### src/rtl/alu_share_arbiter.sv
// -----------------------------------------------------------------------------
// alu_share_arbiter
//
// Purpose
//   Lets two requesters share one external combinational 32-bit ALU.
//   Requester 0 is the core execute path. Requester 1 is the auxiliary unit
//   (address generation / debug). Operands are registered at grant and driven
//   to the ALU. The ALU result and zero flag are registered and returned to
//   the requester that owns the operation. The block does no arithmetic.
//
//   A MUL operation keeps its operands on the ALU for MUL_LATENCY cycles
//   before the result is captured. This gives the multiplier path timing
//   relief.
//
// Ports
//   clk, reset                     system clock; async active-high reset
//   reqN_valid_i / reqN_ready_o    request handshake, N = 0, 1
//   reqN_op_i, reqN_a_i, reqN_b_i  operation code and operands
//   rspN_valid_o / rspN_ready_i    response handshake, N = 0, 1
//   rsp_result_o, rsp_zero_o       shared registered response data;
//                                  qualified by rspN_valid_o
//   alu_op_o, alu_a_o, alu_b_o     registered drive to the external ALU
//   alu_result_i, alu_zero_i       outputs of the external ALU
//   busy_o                         high whenever the FSM is not idle
//
// Configuration
//   ALU_ARB_ROUND_ROBIN_EN  If defined, a tie goes to the requester that did
//                           not win the last grant. If undefined, requester 0
//                           always wins a tie, and no last-grant state exists.
//
// Parameters
//   MUL_LATENCY  Number of cycles the MUL operands are held on the ALU
//                before capture. Legal range is 1..15.
//   MUL_OPCODE   Operation code that selects the MUL hold.
//
// States
//   state   | meaning
//   --------+---------------------------------------------------------------
//   IDLE    | no operation in flight; arbitration open
//   EXEC    | operands on the ALU; counter runs down to capture
//   HOLD    | response registered and waiting for the owner to take it;
//           | arbitration reopens in the cycle the owner accepts
// -----------------------------------------------------------------------------
module alu_share_arbiter #(
   parameter int unsigned MUL_LATENCY = 2,
   parameter logic [3:0]  MUL_OPCODE  = 4'b1000
) (
   input  logic        clk,
   input  logic        reset,

   input  logic        req0_valid_i,
   output logic        req0_ready_o,
   input  logic [3:0]  req0_op_i,
   input  logic [31:0] req0_a_i,
   input  logic [31:0] req0_b_i,

   input  logic        req1_valid_i,
   output logic        req1_ready_o,
   input  logic [3:0]  req1_op_i,
   input  logic [31:0] req1_a_i,
   input  logic [31:0] req1_b_i,

   output logic        rsp0_valid_o,
   input  logic        rsp0_ready_i,
   output logic        rsp1_valid_o,
   input  logic        rsp1_ready_i,
   output logic [31:0] rsp_result_o,
   output logic        rsp_zero_o,

   output logic [3:0]  alu_op_o,
   output logic [31:0] alu_a_o,
   output logic [31:0] alu_b_o,
   input  logic [31:0] alu_result_i,
   input  logic        alu_zero_i,

   output logic        busy_o
);

   typedef enum logic [1:0] {
      ST_IDLE = 2'd0,
      ST_EXEC = 2'd1,
      ST_HOLD = 2'd2
   } state_t;

   // The counter is preloaded so that a value of zero marks the capture cycle.
   // A non-MUL operation therefore spends a single cycle in EXEC.
   localparam logic [3:0] MUL_CNT_INIT = 4'(MUL_LATENCY - 1);

   state_t      state_q, state_d;
   logic        owner_q, owner_d;
   logic [3:0]  cnt_q, cnt_d;
   logic [3:0]  alu_op_q, alu_op_d;
   logic [31:0] alu_a_q, alu_a_d;
   logic [31:0] alu_b_q, alu_b_d;
   logic [31:0] rsp_result_q, rsp_result_d;
   logic        rsp_zero_q, rsp_zero_d;
   logic        rsp0_valid_q, rsp0_valid_d;
   logic        rsp1_valid_q, rsp1_valid_d;

   logic        owner_accept;
   logic        grant_en;
   logic        pick0, pick1;
   logic        hs0, hs1, hs_any;
   logic [3:0]  sel_op;
   logic [31:0] sel_a, sel_b;

   // ---------------------------------------------------------------------------
   // Arbitration
   // ---------------------------------------------------------------------------
   // The owner taking its response reopens the grant in the same cycle. This
   // lets a waiting request issue back-to-back with the accept.
   assign owner_accept = (state_q == ST_HOLD) &&
                         (owner_q ? rsp1_ready_i : rsp0_ready_i);
   assign grant_en     = (state_q == ST_IDLE) || owner_accept;

   // Each requester's pick depends only on the other requester's valid.
   // This keeps reqN_ready_o free of a combinational path from reqN_valid_i.
`ifdef ALU_ARB_ROUND_ROBIN_EN
   logic last_grant_q, last_grant_d;

   assign pick0 = !req1_valid_i ||  last_grant_q;
   assign pick1 = !req0_valid_i || !last_grant_q;

   assign last_grant_d = hs_any ? hs1 : last_grant_q;

   // Reset value 1 means requester 0 wins the first tie.
   always_ff @(posedge clk or posedge reset) begin
      if (reset) begin
         last_grant_q <= 1'b1;
      end else begin
         last_grant_q <= last_grant_d;
      end
   end
`else
   assign pick0 = 1'b1;
   assign pick1 = !req0_valid_i;
`endif

   assign req0_ready_o = grant_en && pick0;
   assign req1_ready_o = grant_en && pick1;

   assign hs0    = req0_valid_i && req0_ready_o;
   assign hs1    = req1_valid_i && req1_ready_o;
   assign hs_any = hs0 || hs1;

   // The picks never let both requesters handshake at once, so a plain select
   // on hs1 is enough here.
   assign sel_op = hs1 ? req1_op_i : req0_op_i;
   assign sel_a  = hs1 ? req1_a_i  : req0_a_i;
   assign sel_b  = hs1 ? req1_b_i  : req0_b_i;

   // ---------------------------------------------------------------------------
   // FSM next state
   // ---------------------------------------------------------------------------
   always_comb begin
      state_d      = state_q;
      owner_d      = owner_q;
      cnt_d        = cnt_q;
      alu_op_d     = alu_op_q;
      alu_a_d      = alu_a_q;
      alu_b_d      = alu_b_q;
      rsp_result_d = rsp_result_q;
      rsp_zero_d   = rsp_zero_q;
      rsp0_valid_d = rsp0_valid_q;
      rsp1_valid_d = rsp1_valid_q;

      case (state_q)
         ST_IDLE: begin
            if (hs_any) begin
               alu_op_d = sel_op;
               alu_a_d  = sel_a;
               alu_b_d  = sel_b;
               owner_d  = hs1;
               cnt_d    = (sel_op == MUL_OPCODE) ? MUL_CNT_INIT : 4'd0;
               state_d  = ST_EXEC;
            end
         end

         ST_EXEC: begin
            if (cnt_q == 4'd0) begin
               rsp_result_d = alu_result_i;
               rsp_zero_d   = alu_zero_i;
               rsp0_valid_d = !owner_q;
               rsp1_valid_d = owner_q;
               state_d      = ST_HOLD;
            end else begin
               cnt_d = cnt_q - 4'd1;
            end
         end

         ST_HOLD: begin
            if (owner_accept) begin
               rsp0_valid_d = 1'b0;
               rsp1_valid_d = 1'b0;
               if (hs_any) begin
                  alu_op_d = sel_op;
                  alu_a_d  = sel_a;
                  alu_b_d  = sel_b;
                  owner_d  = hs1;
                  cnt_d    = (sel_op == MUL_OPCODE) ? MUL_CNT_INIT : 4'd0;
                  state_d  = ST_EXEC;
               end else begin
                  state_d = ST_IDLE;
               end
            end
         end

         default: begin
            state_d      = ST_IDLE;
            rsp0_valid_d = 1'b0;
            rsp1_valid_d = 1'b0;
         end
      endcase
   end

   // ---------------------------------------------------------------------------
   // State registers
   // ---------------------------------------------------------------------------
   always_ff @(posedge clk or posedge reset) begin
      if (reset) begin
         state_q      <= ST_IDLE;
         owner_q      <= 1'b0;
         cnt_q        <= 4'd0;
         alu_op_q     <= 4'b0000;
         alu_a_q      <= 32'd0;
         alu_b_q      <= 32'd0;
         rsp_result_q <= 32'd0;
         rsp_zero_q   <= 1'b0;
         rsp0_valid_q <= 1'b0;
         rsp1_valid_q <= 1'b0;
      end else begin
         state_q      <= state_d;
         owner_q      <= owner_d;
         cnt_q        <= cnt_d;
         alu_op_q     <= alu_op_d;
         alu_a_q      <= alu_a_d;
         alu_b_q      <= alu_b_d;
         rsp_result_q <= rsp_result_d;
         rsp_zero_q   <= rsp_zero_d;
         rsp0_valid_q <= rsp0_valid_d;
         rsp1_valid_q <= rsp1_valid_d;
      end
   end

   assign alu_op_o     = alu_op_q;
   assign alu_a_o      = alu_a_q;
   assign alu_b_o      = alu_b_q;
   assign rsp_result_o = rsp_result_q;
   assign rsp_zero_o   = rsp_zero_q;
   assign rsp0_valid_o = rsp0_valid_q;
   assign rsp1_valid_o = rsp1_valid_q;
   assign busy_o       = (state_q != ST_IDLE);

endmodule
### config.mk
export PLATFORM = sky130hd
export DESIGN_NAME = alu_share_arbiter
export DESIGN_NICKNAME = d
export VERILOG_FILES = /design/src/rtl/alu_share_arbiter.sv
export SDC_FILE = /design/constraint.sdc
export NUM_CORES = 1
export LEC_CHECK = 0
export ABC_CLOCK_PERIOD_IN_PS = 5100
export CORE_MARGIN = 2
export CORE_UTILIZATION = 35
export DETAILED_ROUTE_END_ITERATION = 7
export GPL_ROUTABILITY_DRIVEN = 0
export PLACE_DENSITY = 0.75
export SYNTH_ARGS = -nofsm -noshare
export SYNTH_HDL_FRONTEND = slang
export SYNTH_SLANG_ARGS = --single-unit
export TNS_END_PERCENT = 20
### constraint.sdc
create_clock -name clk -period 5.1 [get_ports clk]
set_input_delay 1.53 -clock clk [delete_from_list [all_inputs] [get_ports clk]]
set_output_delay 1.53 -clock clk [all_outputs]
set_load 0.02 [all_outputs]
==> run_results.csv, run 1 <==
group,metric,value,unit
run_status,outcome,"completed",
synth,synth_top_cell_by_area,"dfrtp_1",
cts,cts_tree,"built",
timing,tightest_slew,0.8136,ns
cts,clock_sinks,110,
synth,synth_edf_count,0,
timing,rsz0062_at_grt,"false",
final_layout,diodes,0,
worst_setup_path,r2r_cells,5,
cts,clock-root-buffer,"clkbuf_16",
cts,htreeDepth,3,
worst_setup_path,cp_slowest_cell,"clkdlybuf4s50_1",
synth,netlist_area,4772,um^2
global_routing,grt_pass1_wl,22280,um
timing,hold_violations,0,
synth,yosysMostFrequentCell,"dfrtp_1",
floorplanning,rows,42,
timing,maxSlewViolCount,0,
final_layout,fin_util,60.11,%
drt,wl,14390,um
hold_path,hold_path.startpoint,"alu_b_o[16]",
global_routing,grt_pass1_vias,4485,
cts,cts.hold.buffers_added,0,
floorplanning,io_pins,281,
drt,first_pass_iters,4,
pwr,p_total,0.004633,W
timing,finalCritPeriodShare,91.30,%
timing,relSlewSlack,45.57,%
synth,synth_ff_type,"dfrtp_1",
cts,insertion_delay,0.34,ns
worst_setup_path,reg2reg_to,"rsp_result_o[28]",
final_layout,drive_gt1_share,6.531,%
worst_setup_path,path_buf_inv,2,
global_routing,grt_max_degree,62,
global_routing,grt.overflow.total,0,
hold_path,hp-class,"reg -> reg",
synth,synthCells,416,
worst_setup_path,cp.required,3.57,ns
floorplanning,dieHeight,120.8,um
hold_path,min_delay_path_depth,2,
place,portBuffers,280,
cts,post_cts_buffers,0,
floorplanning,initial_core_util,35.89,%
synth,synth_nets,593,
worst_setup_path,crit_path_start_kind,"primary input",
synth,async_flop_share,100.0,%
floorplanning,dieArea,14580,um^2
timing,max_freq,214.8,MHz
hold_path,holdPathEnd,"alu_b_o[16]",
final_layout,fin_cells,865,
pwr,p_leak,3.254,nW
global_routing,grt_usage,19.43,%
synth,avgSynthCellArea,11.47,um^2
worst_setup_path,crit_arrival,3.13,ns
synth,ys_seq_elements,110,
final_layout,area_growth,67.46,%
worst_setup_path,rr_startpoint,"cnt_q[0]",
timing,setup_violations,0,
worst_setup_path,r2r_slack,3.01,ns
drt,antenna_left,0,
timing,tns,0,ns
place,place_hpwl,10950,um
worst_setup_path,crit_top_cell,"clkdlybuf4s50_1",
worst_setup_path,path_class,"in -> out",
global_routing,antenna_found_initial,0,
worst_setup_path,path_delay_family,"buffers and inverters",
drt,drc,0,
worst_setup_path,path_cells,"clkdlybuf4s50_1 > mux2i_1 > nand2_1 > nand2_2 > nor2_1 > clkdlybuf4s50_1",
cts,numCtsBuffers,9,
place,dpl.cell_count,849,
drt,post_drt_via_cell_ratio,5.079,
drt,post_drt_wl_per_cell,16.63,um
pwr,power_density,579.8,nW/um^2
floorplanning,die_w,120.8,um
timing,finalCriticalPeriod,4.656,ns
worst_setup_path,crit_fanout,4,
synth,yosys-top-cells-area,"dfrtp_1 58%, a22oi_1 8.7%, mux2_1 6.6%, nand2_1 5.0%, o21ai_1 3.1%",
synth,synth.top_cell.area_share,57.68,%
drt,drt_iter0_drc,234,
worst_setup_path,setup.worst_path.end_class,"output port",
cts,cts_resized,0,
floorplanning,core_area,13300,um^2
synth,synth_cell_types,35,
cts,cts_buffer_depth,2,
drt,dr_total_vias,4393,
synth,ys_warn_count,0,
job,max_cap_viol_count,0,
worst_setup_path,max_stage_delay,0.61,ns
cts,path_clk_slew,0.07,ns
synth,synth-seq-area-share,57.68,%
final_layout,final_nets,861,
pwr,ir_drop,0.0002692,V
timing,skew,0.005633,ns
synth,synthTopCellsByCount,"110 x dfrtp_1, 63 x nand2_1, 55 x a22oi_1, 30 x o21ai_1, 29 x o21ai_0",
-- worst max-delay path by stage --
| stage | startpoint | endpoint | slack, ns | cells past startpoint |
|---|---|---|---|---|
| floorplan | reset | alu_a_o[0] | 0.67 | 1 |
| global route | rsp0_ready_i | req1_ready_o | 0.35 | 6 |
| finish | rsp1_ready_i | req1_ready_o | 0.44 | 6 |
| global placement | rsp1_ready_i | req1_ready_o | 0.44 | 6 |
| CTS | rsp0_ready_i | req1_ready_o | 0.44 | 6 |
| detailed placement | rsp1_ready_i | req1_ready_o | 0.46 | 6 |
-- layout make-up --
| type | instances | area (um^2) |
|---|---|---|
| inverters | 6 | 30.03 |
| flip-flops and latches | 110 | 2753 |
| well taps | 176 | 220.2 |
| repair buffers | 286 | 2855 |
| clock buffers | 10 | 239.0 |
| fillers | 1107 | 5304 |
| multi-input cells | 271 | 1824 |
| clock inverters | 6 | 70.07 |
-- where the power goes --
group | total [W] | internal [W] | switching, W
sequential | 0.00153 | 0.00130 | 0.000234
clock | 0.000713 | 0.000397 | 0.000316
combinational | 0.00239 | 0.00116 | 0.00123
-- through the flow --
step / setup slack (ns) / hold WS (ns) / instance area [um^2]
2_1_floorplan: 0.6677 / 0.4880 / 4772
3_3_place_gp: 0.4389 / 0.4622 / 7682
3_5_place_dp: 0.4570 / 0.4719 / 7682
4_1_cts: 0.4369 / 0.4878 / 7991
5_1_grt: 0.3545 / 0.5022 / 7991
6_report: 0.4436 / 0.4818 / 7991
-- sequential cells by signal (all words and copies together) (netlist names) --
signal,flops
rsp1_valid_o,1
state_q,2
cnt_q,4
rsp_result_o,32
rsp_zero_o,1
alu_op_o,4
owner_q,1
alu_b_o,32
alu_a_o,32
rsp0_valid_o,1
-- cell families after synthesis --
group | count (synthesis) | share of synthesized area [%]
DFF | 110 | 57.68
xor gates and xnor gates | 2 | 0.3671
adders and majority gates | 2 | 0.5243
AOI/OAI and AO/OA | 133 | 19.17
buffers and inverters | 35 | 4.116
muxes | 36 | 8.547
and+or+nand+nor | 98 | 9.596
-- tightest hold or removal path, stage by stage, from the launching register on --
cell	delay (ns)
dfrtp_1	0.34
nand2_1	0.05
o21ai_0	0.06
-- layout by cell type, fill, tap and decap left out, types with 3 or more instances in the layout --
master | Yosys | routed
a22oi_1 | 55 | 55
buf_4 | 1 | 5
clkbuf_16 | 0 | 9
clkdlybuf4s50_1 | 0 | 279
clkinvlp_4 | 0 | 3
dfrtp_1 | 110 | 110
inv_1 | 5 | 4
mux2_1 | 28 | 28
mux2_2 | 6 | 6
nand2_1 | 63 | 63
nand2_2 | 3 | 3
nand2b_1 | 13 | 13
nand3_1 | 6 | 6
nor2_1 | 4 | 4
o21ai_0 | 29 | 29
o21ai_1 | 30 | 30
o221a_1 | 10 | 10
o221a_2 | 3 | 3
-- per-layer routing --
layer  up-vias  GRT usage (%)  part of all wire [%]
met5         -              0                     0
met4         0          6.395                   1.6
met3        21          6.792                   9.7
met2       209          33.72                    50
met1      2127          22.34                    39
li1       2036              -                     -
Note: power is estimated with default switching activity, not from simulation.
==> run 2: changes to the inputs <==
ABC_CLOCK_PERIOD_IN_PS = 3800   (was 5100)
CORE_UTILIZATION = 34   (was 35)
MAX_ROUTING_LAYER = met4   (was not set)
PLACE_DENSITY = 0.76   (was 0.75)
clock period = 3.8 ns   (was 5.1 ns; I/O delays follow)
==> run_results.csv, run 2 (same netlist as run 1, synthesis figures left out) <==
group,metric,value,unit
floorplanning,io_pins,281,
timing,timing.final.ws_setup,0.1736,ns
floorplanning,dieHeight,122.5,um
timing,maxSlewViolCount,0,
cts,cts.hold.buffers_added,0,
drt,wl,14510,um
worst_setup_path,crit_arrival,2.49,ns
worst_setup_path,path_cells,"clkdlybuf4s50_1 > mux2i_1 > nand2_1 > nand2_2 > nor2_1 > dlygate4sd2_1",
drt,drc,0,
timing,finalCriticalPeriod,3.626,ns
final_layout,final_common_cell,"clkdlybuf4s50_1",
global_routing,grt_pass1_vias,4446,
worst_setup_path,path_buf_inv,2,
worst_setup_path,setup.worst_path.end_class,"output port",
cts,cts_buffer_depth,2,
final_layout,final_nets,862,
worst_setup_path,cp_num_cells,6,
cts,clock_sinks,110,
place,portBuffers,280,
cts,post_cts_buffers,0,
cts,cts_tree,"built",
global_routing,grt_use_met3,4.972,%
pwr,p_leak,3.281,nW
drt,post_drt_via_cell_ratio,4.978,
final_layout,layout_common_cells,"277 x clkdlybuf4s50_1, 110 x dfrtp_1, 63 x nand2_1",
worst_setup_path,cp_slowest_cell,"clkdlybuf4s50_1",
worst_setup_path,path_delay_family,"buffers and inverters",
final_layout,drive_gt1_share,6.522,%
timing,rsz0062_at_grt,"false",
hold_path,min_delay_path_depth,2,
final_layout,area_growth,68.51,%
global_routing,grt_pass1_wl,22370,um
run_status,outcome,"completed",
global_routing,gr-usage-met2,32.36,%
timing,tightest_slew,0.8051,ns
global_routing,gr-usage-met1,23.86,%
cts,htreeDepth,3,
drt,dr_total_vias,4331,
floorplanning,rows,43,
worst_setup_path,crit_path_start_kind,"primary input",
worst_setup_path,r2r_cells,5,
timing,finalCritPeriodShare,95.43,%
cts,clock-root-buffer,"clkbuf_16",
cts,path_clk_slew,0.07,ns
drt,antenna_left,0,
timing,hold_violations,0,
final_layout,diodes,0,
worst_setup_path,cp.required,2.66,ns
floorplanning,core_area,13770,um^2
worst_setup_path,max_stage_delay,0.43,ns
pwr,ir_drop,0.0004183,V
drt,drt_iter0_drc,212,
global_routing,grt_max_degree,111,
timing,skew,0.01084,ns
timing,whs,0.4789,ns
worst_setup_path,path_class,"in -> out",
global_routing,busiest_layer,"met2",
timing,setup_violations,0,
drt,post_drt_wl_per_cell,16.68,um
global_routing,grt.overflow.total,0,
timing,max_freq,275.8,MHz
hold_path,hp-class,"reg -> reg",
timing,relSlewSlack,46.13,%
cts,insertion_delay,0.35,ns
pwr,power_density,785.3,nW/um^2
drt,first_pass_iters,4,
floorplanning,die_w,122.5,um
floorplanning,dieArea,15000,um^2
floorplanning,initial_core_util,34.65,%
place,place_hpwl,10940,um
job,max_cap_viol_count,0,
final_layout,fin_util,58.38,%
global_routing,grt_usage,19.90,%
place,pre_cts_slack,-0.09892,ns
final_layout,n_fill_cell,1137,
global_routing,antenna_found_initial,0,
cts,numCtsBuffers,9,
worst_setup_path,crit_fanout,4,
==> run 2: area by class of cell <==
| cell class | count | area, um^2 | area share (%) |
|---|---|---|---|
| clock inverters | 6 | 93.84 | 1.167 |
| inverters | 6 | 31.28 | 0.3890 |
| flip-flops and latches | 110 | 2753 | 34.23 |
| repair buffers | 287 | 2885 | 35.88 |
| well taps | 180 | 225.2 | 2.801 |
| multi-input cells | 271 | 1824 | 22.69 |
| clock buffers | 10 | 229.0 | 2.847 |
==> run 2: final timing paths <==
kind	from	endpoint	slack (ns)
worst max-delay path	rsp1_ready_i	req1_ready_o	0.17
worst min-delay path	alu_b_o[17]	alu_b_o[17]	0.48
worst max register to register	cnt_q[0]	rsp_result_o[2]	1.75
worst min register to register	alu_b_o[17]	alu_b_o[17]	0.48
max in group asynchronous	reset	alu_a_o[11]	2.07
min in group asynchronous	reset	rsp_result_o[19]	1.32
==> run 2: metal layers <==
layer	wire length (um)	share of wire (%)	up-vias
met2	6995	48	195
met4	280	1.9	0
met5	0	0	-
met1	6087	42	2077
li1	-	-	2038
met3	1150	7.9	21
==> run 2: metrics by stage <==
step | setup TNS, ns | area (um^2) | cells | total power (W)
detailed placement | -0.1369 | 7721 | 854 | 0.005357
global route | 0 | 8041 | 870 | 0.006731
floorplan | 0 | 4776 | 416 | 0.003743
finish | 0 | 8041 | 870 | 0.006315
global placement | -0.09536 | 7721 | 854 | 0.005266
CTS | 0 | 8041 | 870 | 0.006398
==> run 2: worst reg2reg max path, delay by kind of cell (launching register included) <==
family	cells	cell delay, ns
buffers and inverters	1	0.12
multiplexers	1	0.53
flip-flops	1	0.38
adder cells (fa/ha/maj)	1	0.17
AND/OR/NAND/NOR	2	0.74
==> run 2: what timing repair did <==
action | CTS | global route
endpoints found under the setup margin | 2 | 0
hold endpoints to repair | 0 | 0
resized for setup | 2 | 0
==> run 2: power breakdown <==
| group | switching, W | internal, W | total (W) | leakage [nW] |
|---|---|---|---|---|
| logic | 0.00167 | 0.00157 | 0.00323 | 1.80 |
| clock network | 0.000439 | 0.000585 | 0.00102 | 0.154 |
| registers | 0.000316 | 0.00174 | 0.00206 | 1.32 |
| total | 0.00242 | 0.00389 | 0.00632 | 3.28 |
==> run 3: changes to the inputs <==
HOLD_SLACK_MARGIN = 0.1   (was not set)
==> results of run 3 <==
The final DEF is identical to that of run 2; final timing and power are the same.
